`config.mk`:
```
export PLATFORM = sky130hd
export DESIGN_NAME = inst_fetch_buffer
export DESIGN_NICKNAME = d
export VERILOG_FILES = /design/src/rtl/inst_fetch_buffer.sv
export SDC_FILE = /design/constraint.sdc
export NUM_CORES = 1
export LEC_CHECK = 0
export CAP_MARGIN = 15
export CORE_MARGIN = 1
export CORE_UTILIZATION = 48
export CTS_CLUSTER_DIAMETER = 60
export DETAILED_ROUTE_END_ITERATION = 8
export PLACE_DENSITY = 0.78
export SLEW_MARGIN = 20
export SYNTH_ARGS = -nofsm -noshare
export SYNTH_HDL_FRONTEND = slang
export SYNTH_SLANG_ARGS = --single-unit
```
`constraint.sdc`:
```
create_clock -name clk -period 24.5 [get_ports clk]
set_clock_uncertainty 0.05 [all_clocks]
set_input_delay 3.675 -clock clk [delete_from_list [all_inputs] [get_ports clk]]
set_output_delay 3.675 -clock clk [all_outputs]
set_load 0.1 [all_outputs]
```
`src/rtl/inst_fetch_buffer.sv`:
```
// Instruction prefetch buffer: issues sequential word reads on an sram-like
// port, counts requests in flight, queues returned instructions with their PCs
// for decode, and on a redirect flushes the queue and drops stale responses.
module inst_fetch_buffer #(
  parameter int          DEPTH    = 4,
  parameter logic [31:0] RESET_PC = 32'h1c000000
) (
  input  logic        clk,
  input  logic        reset,
  input  logic        redirect_valid,
  input  logic [31:0] redirect_pc,
  output logic        inst_req,
  output logic        inst_wr,
  output logic [1:0]  inst_size,
  output logic [31:0] inst_addr,
  output logic [3:0]  inst_wstrb,
  output logic [31:0] inst_wdata,
  input  logic        inst_addr_ok,
  input  logic        inst_data_ok,
  input  logic [31:0] inst_rdata,
  output logic        fb_valid,
  output logic [31:0] fb_pc,
  output logic [31:0] fb_inst,
  input  logic        fb_ready
);

  localparam int PW = $clog2(DEPTH);
  localparam int CW = PW + 1;

  logic [31:0]   fetch_pc_q, fetch_pc_d;
  logic [31:0]   resp_pc_q, resp_pc_d;
  logic [31:0]   held_addr_q, held_addr_d;
  logic [CW-1:0] outstanding_q, outstanding_d;
  logic [CW-1:0] discard_q, discard_d;
  logic [CW-1:0] count_q, count_d;
  logic [PW-1:0] rd_ptr_q, rd_ptr_d;
  logic [PW-1:0] wr_ptr_q, wr_ptr_d;
  logic          hold_q, hold_d;
  logic          stale_q, stale_d;

  logic [31:0]   pc_mem_q   [DEPTH];
  logic [31:0]   inst_mem_q [DEPTH];

  logic [CW:0]   in_use;
  logic          credit_ok;
  logic          accept;
  logic          drop;
  logic          push;
  logic          pop;

  // Queued entries plus requests in flight never exceed DEPTH, so the FIFO
  // always has room for every response that is kept.
  assign in_use    = {1'b0, count_q} + {1'b0, outstanding_q};
  assign credit_ok = in_use < (CW + 1)'(DEPTH);

  // A held request stays raised with its address frozen until accepted; the
  // reset gate keeps the request low while reset is asserted.
  assign inst_req   = !reset && (hold_q || (credit_ok && !redirect_valid));
  assign inst_addr  = hold_q ? held_addr_q : fetch_pc_q;
  assign inst_wr    = 1'b0;
  assign inst_size  = 2'b10;
  assign inst_wstrb = 4'b0000;
  assign inst_wdata = 32'h0000_0000;

  assign accept = inst_req && inst_addr_ok;
  assign drop   = inst_data_ok && (discard_q != '0);
  assign push   = inst_data_ok && !drop && !redirect_valid;
  assign pop    = fb_valid && fb_ready && !redirect_valid;

  assign fb_valid = (count_q != '0);
  assign fb_pc    = pc_mem_q[rd_ptr_q];
  assign fb_inst  = inst_mem_q[rd_ptr_q];

  // Next-state: request handshake, response accounting, queue pointers, and
  // redirect which overrides everything else this cycle.
  always_comb begin
    fetch_pc_d    = fetch_pc_q;
    resp_pc_d     = resp_pc_q;
    held_addr_d   = held_addr_q;
    discard_d     = discard_q;
    count_d       = count_q;
    rd_ptr_d      = rd_ptr_q;
    wr_ptr_d      = wr_ptr_q;
    hold_d        = hold_q;
    stale_d       = stale_q;
    outstanding_d = outstanding_q + CW'(accept) - CW'(inst_data_ok);

    if (accept) begin
      hold_d  = 1'b0;
      stale_d = 1'b0;
      if (hold_q && stale_q) begin
        // The stale request is now in flight; its response must be dropped.
        discard_d = discard_d + CW'(1);
      end else begin
        fetch_pc_d = fetch_pc_q + 32'd4;
      end
    end else if (inst_req) begin
      hold_d      = 1'b1;
      held_addr_d = inst_addr;
    end

    if (drop) begin
      discard_d = discard_d - CW'(1);
    end

    if (push) begin
      wr_ptr_d  = wr_ptr_q + PW'(1);
      resp_pc_d = resp_pc_q + 32'd4;
    end
    if (pop) begin
      rd_ptr_d = rd_ptr_q + PW'(1);
    end
    count_d = count_q + CW'(push) - CW'(pop);

    if (redirect_valid) begin
      count_d    = '0;
      rd_ptr_d   = '0;
      wr_ptr_d   = '0;
      fetch_pc_d = redirect_pc;
      resp_pc_d  = redirect_pc;
      // Everything still in flight after this cycle belongs to the old path.
      discard_d  = outstanding_d;
      if (hold_d) begin
        stale_d = 1'b1;
      end
    end
  end

  // Control state registers.
  always_ff @(posedge clk or posedge reset) begin
    if (reset) begin
      fetch_pc_q    <= RESET_PC;
      resp_pc_q     <= RESET_PC;
      held_addr_q   <= RESET_PC;
      outstanding_q <= '0;
      discard_q     <= '0;
      count_q       <= '0;
      rd_ptr_q      <= '0;
      wr_ptr_q      <= '0;
      hold_q        <= 1'b0;
      stale_q       <= 1'b0;
    end else begin
      fetch_pc_q    <= fetch_pc_d;
      resp_pc_q     <= resp_pc_d;
      held_addr_q   <= held_addr_d;
      outstanding_q <= outstanding_d;
      discard_q     <= discard_d;
      count_q       <= count_d;
      rd_ptr_q      <= rd_ptr_d;
      wr_ptr_q      <= wr_ptr_d;
      hold_q        <= hold_d;
      stale_q       <= stale_d;
    end
  end

  // Queue storage; cleared on reset so the head outputs read zero.
  always_ff @(posedge clk or posedge reset) begin
    if (reset) begin
      for (int i = 0; i < DEPTH; i++) begin
        pc_mem_q[i]   <= '0;
        inst_mem_q[i] <= '0;
      end
    end else if (push) begin
      pc_mem_q[wr_ptr_q]   <= resp_pc_q;
      inst_mem_q[wr_ptr_q] <= inst_rdata;
    end
  end

endmodule
```
==> results of run 1 <==
worst reg2reg max path: cells and delay by family, from the launching register on:
kind / cells / cell delay [ns]
adders and majority gates: 1 / 0.21
buffers and inverters: 1 / 0.10
DFF: 1 / 0.39
muxes: 1 / 0.62
and+or+nand+nor: 3 / 1.60
routing by layer:
layer / track usage, % / up-vias / share of wire, % / wire length [um]
met5: 0 / - / 0 / 0
met4: 4.967 / 0 / 1.7 / 623
met3: 3.910 / 47 / 5.7 / 2055
met2: 31.52 / 261 / 46 / 16670
met1: 28.99 / 5447 / 46 / 16790
li1: - / 4866 / - / -
registers in the layout, summed over array words and instances, names as in the netlist:
register / cells
fetch_pc_q: 32
resp_pc_q: 32
rd_ptr_q: 2
outstanding_q: 3
discard_q: 3
pc_mem_q: 128
inst_mem_q: 128
stale_q: 1
held_addr_q: 32
hold_q: 1
count_q: 3
wr_ptr_q: 2
path summary, 6_finish.rpt:
path,startpoint,cells after the start,slack (ns),end
worst min-delay path,pc_mem_q[97],2,0.43,pc_mem_q[97]
min in group asynchronous,reset,2,3.81,held_addr_q[6]
worst max register to register,discard_q[0],6,21.40,inst_mem_q[44]
worst min register to register,pc_mem_q[97],2,0.43,pc_mem_q[97]
max in group asynchronous,reset,4,18.16,rd_ptr_q[1]
worst max-delay path,redirect_valid,6,14.86,inst_req
per-stage QoR:
step | power [mW] | utilization [%] | worst slack [ns]
final | 2.865 | 57.95 | 14.86
after global routing | 2.986 | 57.95 | 14.73
after CTS | 2.894 | 57.95 | 14.85
after detailed placement | 2.270 | 54.14 | 14.86
after global placement | 2.244 | 54.14 | 14.83
after floorplan | 1.977 | - | 10.60
synth_stat cells, types with 20 or more instances:
library cell | count | area share (%)
sky130_fd_sc_hd__a21oi_1 | 28 | 0.81
sky130_fd_sc_hd__nand3_1 | 20 | 0.58
sky130_fd_sc_hd__dfrtp_1 | 358 | 52
sky130_fd_sc_hd__nor2_1 | 45 | 0.97
sky130_fd_sc_hd__mux2_2 | 298 | 19
sky130_fd_sc_hd__buf_4 | 39 | 1.7
sky130_fd_sc_hd__inv_1 | 34 | 0.73
sky130_fd_sc_hd__clkbuf_1 | 47 | 1.0
sky130_fd_sc_hd__o21ai_0 | 43 | 1.2
sky130_fd_sc_hd__mux4_2 | 64 | 8.3
sky130_fd_sc_hd__nand2_1 | 74 | 1.6
sky130_fd_sc_hd__xnor2_1 | 38 | 1.9
layout make-up:
| type | instances | area share (%) |
|---|---|---|
| Clock buffer | 59 | 5.937 |
| Clock inverter | 10 | 0.6374 |
| Inverter | 34 | 0.6556 |
| Multi-Input combinational cell | 815 | 36.90 |
| Sequential cell | 367 | 44.64 |
| Tap cell | 461 | 2.799 |
| Timing Repair Buffer | 175 | 8.438 |
power groups by stage:
stage	clock (mW)	combinational, mW	sequential [mW]
floorplan	0	1.15	0.824
global placement	0	1.39	0.856
detailed placement	0	1.40	0.868
CTS	0.631	1.41	0.858
global route	0.656	1.45	0.879
finish	0.615	1.39	0.858
cells by family after synthesis:
family	count (synthesis)	share of synthesized area [%]
mux	369	27.99
fa+ha+maj	17	1.309
simple gates	241	7.576
buf+inv	156	4.403
other cells	2	0.04318
xor+xnor	48	2.417
flops	367	52.87
compound gates	101	3.389
==> results.txt, run 1 <==
The run finished with clean final reports. The number of standard cells in the final layout excluding fillers came out at 1921. The number of buffers added for setup after CTS is 0, and the residual antenna-violating net count after detailed routing is 0.

Power spread over the standard cell area amounts to 139.0 nW/um^2. After layout, the worst path uses 39.34% of the clock period. The worst hold slack across all endpoints came out at 0.4274 ns. For the sequential standard cell area, the log shows 9200 sq um. The tools report the count of filler cells inserted in the layout as 2848. Setup repair after global routing left no endpoint under its margin. The class of the most critical hold timing path was reg -> reg. In this run the static leakage power is 9.095 nW. The clock tree root buffer cell was sky130_fd_sc_hd__clkbuf_16. The routability-driven placement congestion ratio is 0.7961, and the height of the chip is 192.3 um.

Per report_power, the clock group accounts for 21.5% of the total. The maximum clock path buffer count is 3. The repair_antennas step left the layout with diodes totalling 0. Summing all multi-input logic gate instances after layout gives 7605 sq um. In this run the core area contains 69 standard-cell rows. The die is 192.3 um wide. The netlist area before placement was 17390 sq um. Hold-fix buffer count after cts: 0.

Nature of the critical path startpoint: a primary input. Counting every instance in the synthesized netlist gives 1301. The relative contribution of sequential cells to total power is 29.9%, and the total global-route track usage is 20.18%. Cell internal power was estimated by the tool at 1.561 mW.

Together, buffers and inverters on the worst path number 3. Data arrives at the worst endpoint at 5.91 ns. Counting flops and latches in the post-synthesis netlist gives 367. The number of endpoints with negative hold slack in the final report came out at 0. After routing, the total negative slack on setup checks comes to 0 ns.

The type of element capturing the critical path was an output pin. Summing all placed instances gives a cell area of 19260 sq um. The critical path is of the in -> out type. Counting every sink on the clock net gives 367. The HPWL after detailed placement is 22.44 mm.

Of the total power, the share spent switching nets is 45.51%. Minimum period implied by the final worst setup slack: 9.639 ns. The total die area is 36990 sq um, and the synthesized area per cell is 13.37 sq um. The number of synthesized flops with an enable pin was 0.

TritonCTS built the clock tree. The number of antenna violations at the first check in global routing is 0. The analysis attributes to net switching a power of 1.304 mW. Static timing analysis puts the maximum clock frequency at 0.1037 GHz. The pin count of the biggest net entering global routing is 167.

The total DRC errors in the routed layout is 0, and the CTS clock-pin slew for the worst setup and hold paths is 0.05 ns. The fraction of layout instances using a drive strength above 1 was 32.26%; the CTS buffer count was 40. The total grt overflow came out at 0.

Once the floorplan was initialized, standard cells occupied 48.89% of the core. The tools report the number of warnings issued by yosys as 0. In the synthesized netlist the dominant register cell turns out to be sky130_fd_sc_hd__dfrtp_1. In this run the tool buffered the top-level ports with 167 buffer cells. The number of vias in the routed layout is 10.62k, and the wire length per cell after detailed routing is 18.81 um. For the worst setup path, the data required time is 20.77 ns. The logs give 1520 for the final net count and 59.00 mm for the global-route wire length before repair. Combinational cells account for 48.6% of the total power. The most common library cell in the layout ignoring fill and taps was sky130_fd_sc_hd__dfrtp_1.

The via count of the first global-routing pass is 10.99k. For this run, asynchronously set or reset flops after synthesis account for 100.0%. The run gives 2 as the maximum level of the CTS H-tree. Across the run, the number of max-cap violations was 0. IR analysis of the VDD net gives a maximum drop of 0.0001610 V. In this run the worst path has a maximum fanout of 61.

The library cell contributing the largest single delay on the critical path was sky130_fd_sc_hd__clkdlybuf4s50_1. The cell type group with the largest total delay on the critical path was buffers and inverters. The run gives 0 as the final max-slew violation count. At the pin with the least slew margin, the transition time is 1.124 ns.

The signed area change from the synthesized netlist to the final layout is 18.52%, and the final wirelength is 36.13 mm. The count of routing violations after the opening detailed-route iteration is 449. Pin placement for this block handled 207 I/O pins. After detailed routing, the number of vias per cell comes to 5.529. Once placement completed, the tool counted placed cells totaling 1852. In this run the tightest slew margin relative to its limit is 25.07%.

The distinct cell type count of the synthesized netlist is 54, and the quantity of gates resized following cts is 0. Setup violations remaining at the end of the flow were counted as 0. For this run, the detailed router's first-pass iteration total came to 4. The floorplan step defined a core boundary enclosing 35570 sq um. The finished cells cover 20610 sq um.

The logs give 0.54 ns for the clock latency on the worst-skew pair and 52.87% for the post-synthesis sequential area ratio. The critical path goes through buf_2, buf_4, nor4_4, a21oi_1, nor2_1, clkdlybuf4s50_1. The delay of the slowest critical-path stage was 1.15 ns. In the layout the commonest cells are 356 x sky130_fd_sc_hd__dfrtp_1, 298 x sky130_fd_sc_hd__mux2_2, 166 x sky130_fd_sc_hd__clkdlybuf4s50_1.
(Power assumes the default switching activity.)
==> run 2, diff against run 1 <==
==> constraint.sdc (replaced) <==
create_clock -name clk -period 9.1 [get_ports clk]
set_clock_uncertainty 0.05 [all_clocks]
set_input_delay 1.365 -clock clk [delete_from_list [all_inputs] [get_ports clk]]
set_output_delay 1.365 -clock clk [all_outputs]
set_load 0.1 [all_outputs]
==> run 2 against run 1 <==
  * Largest power group unchanged
  * Highest routed layer unchanged
  * Sequential cell count unchanged
  * Sequential power rose to 2.7 times the previous value
  * Worst setup slack got worse by 11 ns
  * Clock power rose to 2.7 times the previous value
  * Die area unchanged
  * Largest cell class unchanged
  * Non-clock buffer count grew 4
  * Utilization up 0.11 points
  * Register-to-register slack got worse by 15 ns
==> results.txt, run 2 (synthesized netlist as in run 1, its figures left out) <==
The run finished with clean final reports. The final wirelength is 36.58 mm (+1.3%), and the final max-slew violation count is 0 (unchanged). The measured slew at the worst slew-check pin is 1.127 ns (+0.003041 ns), and the maximum clock rate is 0.1984 GHz. The switching part of the total power was 45.60% (+0.084 points); the clock network fraction of total power was 21.3% (-0.2 points). The logs give 1927 (+0.31%) for the number of standard cells in the final layout excluding fillers and 0 (unchanged) for the hold-fix buffer count after cts. The die width came out at 192.3 um (unchanged).

For the number of max-cap violations, the log shows 0 (unchanged). The total half-perimeter wirelength after legalization and detailed placement was 23.24 mm (+3.6%). For the maximum level of the CTS H-tree, the log shows 2 (unchanged).

Minimum period implied by the final worst setup slack: 5.041 ns. The clock sink count was 367 (unchanged); the height of the chip was 192.3 um (unchanged). The final period utilization came out at 55.39%.

Setup slack of the critical path after layout: 4.059 ns (-10.80 ns). The effective utilization at floorplan is 48.89% (unchanged). The maximum clock path buffer count was 3 (unchanged).

The library cell used most frequently in the layout, excluding fill and tap cells, is sky130_fd_sc_hd__dfrtp_1. The arrival time of the worst setup path is 3.63 ns (-2.28 ns), and the power spent charging and discharging nets is 3.521 mW (+170%). The total DRC errors in the routed layout is 0 (unchanged). The tools report the type of element capturing the critical path as an output pin. Number of placed cells counting well taps: 1855 (+0.16%). Relative to the synthesized area, the layout overhead comes to 18.74%. The CTS clock-pin slew for the worst setup and hold paths is 0.06 ns (about the same). CTS placed an instance of sky130_fd_sc_hd__clkbuf_16 at the clock tree root. Internal power of the cells: 4.201 mW (+170%).

The residual antenna-violating net count after detailed routing was 0 (unchanged). The via count of the first global-routing pass came out at 11.06k (+0.64%). For the static power due to leakage, the log shows 9.114 nW (+0.21%). The quantity of gates resized following cts is 0 (unchanged), and the clock latency on the worst-skew pair is 0.52 ns (-0.02 ns).

The worst hold slack across all endpoints is 0.4233 ns (-0.004117 ns). The pin count of the biggest net entering global routing is 89 (-47%). The class of the most critical hold timing path was reg -> reg. The run gives 29.9% (about the same) as the relative contribution of sequential cells to total power. The number of buffers added for setup after CTS is 0 (unchanged).

TritonCTS built the clock tree. The final sum of negative setup slack was 0 ns (unchanged); the count of routing violations after the opening detailed-route iteration was 542 (+21%). The cell area after placement came out at 19260 sq um (about the same).

The global-route wire length before repair is 59.14 mm (+0.23%), and the total grt overflow is 0 (unchanged). The logs give 4.063 ns (-10.80 ns) for the worst slack after detailed placement and 7.722 mW (+170%) for the overall power consumption. The run gives 69 (unchanged) as the number of placement rows.

The largest fanout of any net on the critical path is 61 (unchanged), and the routed via count divided by cell count is 5.565 (+0.66%). The headroom to the max-slew limit is 24.87% (-0.20 points), and the worst ir drop on vdd is 0.0004002 V (+150%). The worst setup path is launched from a primary input. The number of endpoints with negative hold slack in the final report was 0 (unchanged). The fraction of layout instances using a drive strength above 1 is 32.47% (+0.21 points), and the critical path required time is 7.69 ns (-13.08 ns). The number of vias in the routed layout was 10.72k (+0.97%); the total die area was 36990 sq um (unchanged).

The largest registers in the layout are inst_mem_q x128, pc_mem_q x128. Final net count: 1525 (+0.33%). The combinational power share was 48.9% (+0.3 points); the routability-driven placement congestion ratio was 0.8133 (+2.2%). The post-route core utilization was 58.06% (+0.11 points); the number of iterations in the first detailed-routing pass was 5 (+1).

The run gives 20.30% (+0.11 points) as the total global-route track usage. The top cell types in the final layout, fill and taps aside, are 356 x sky130_fd_sc_hd__dfrtp_1, 298 x sky130_fd_sc_hd__mux2_2, 166 x sky130_fd_sc_hd__clkdlybuf4s50_1. The wire length per cell after detailed routing came out at 18.98 um (+0.94%). The tools report the number of primary I/O pins as 207 (unchanged). CTS buffer count: 41 (+2.5%). The final-report setup violation count was 0 (unchanged); the summed area of non-filler cells in the final layout was 20650 sq um (+0.19%).

The tools report the number of inserted diodes as 0 (unchanged). Setup repair after global routing left no endpoint under its margin. The core area came out at 35570 sq um (unchanged).

The count of buffers from port buffering works out to 167 (unchanged). The run gives 0 (unchanged) as the number of antenna violations at the first check in global routing. The class of the most critical setup path is in -> out. The power per unit of standard cell area was 374.0 nW/um^2 (+170%).
==> run 2: cell count changes in the layout (fill, tap and decap cells not counted), sizes merged <==
| cell | delta |
|---|---|
| clkinv | +3 |
| buf | +4 |
| inv | -1 |
| clkinvlp | +1 |
| bufinv | -1 |
==> run 2: power groups by stage <==
stage	sequential, mW	combinational, mW	clock, mW
2_1_floorplan	2.22	3.10	0
6_report	2.31	3.77	1.64
3_3_place_gp	2.30	3.74	0
4_1_cts	2.31	3.79	1.69
3_5_place_dp	2.33	3.78	0
5_1_grt	2.37	3.93	1.76
==> run 2: final timing paths <==
kind / from / end / slack, ns / cells after the start
worst max-delay path: redirect_valid / inst_req / 4.06 / 6
worst max register to register: discard_q[0] / inst_mem_q[69] / 6.04 / 6
worst min-delay path: pc_mem_q[118] / pc_mem_q[118] / 0.42 / 2
worst min register to register: pc_mem_q[118] / pc_mem_q[118] / 0.42 / 2
min in group asynchronous: reset / held_addr_q[2] / 1.30 / 2
max in group asynchronous: reset / held_addr_q[8] / 5.70 / 4
==> run 2: final cells by class <==
| cell class | count | area (sq um) |
|---|---|---|
| flip-flops and latches | 367 | 9200 |
| multi-input cells | 815 | 7605 |
| clock inverters | 12 | 120.1 |
| clock buffers | 59 | 1236 |
| well taps | 461 | 576.8 |
| fillers | 2823 | 14920 |
| repair buffers | 179 | 1780 |
| inverters | 34 | 131.4 |
==> run 2: routing by layer <==
metal	vias up	global-route usage (%)	part of all wire, %
met5	-	0	0
met4	0	4.876	1.8
met3	50	3.328	5.0
met2	268	31.81	46
met1	5527	29.52	47
li1	4879	-	-
==> run 2: worst max-delay path, stage by stage <==
cell and delay (ns):
sky130_fd_sc_hd__buf_2 0.09, sky130_fd_sc_hd__buf_4 0.30, sky130_fd_sc_hd__nor4_4 0.38, sky130_fd_sc_hd__a21oi_1 0.19, sky130_fd_sc_hd__nor2_1 0.14, sky130_fd_sc_hd__clkdlybuf4s50_1 1.15
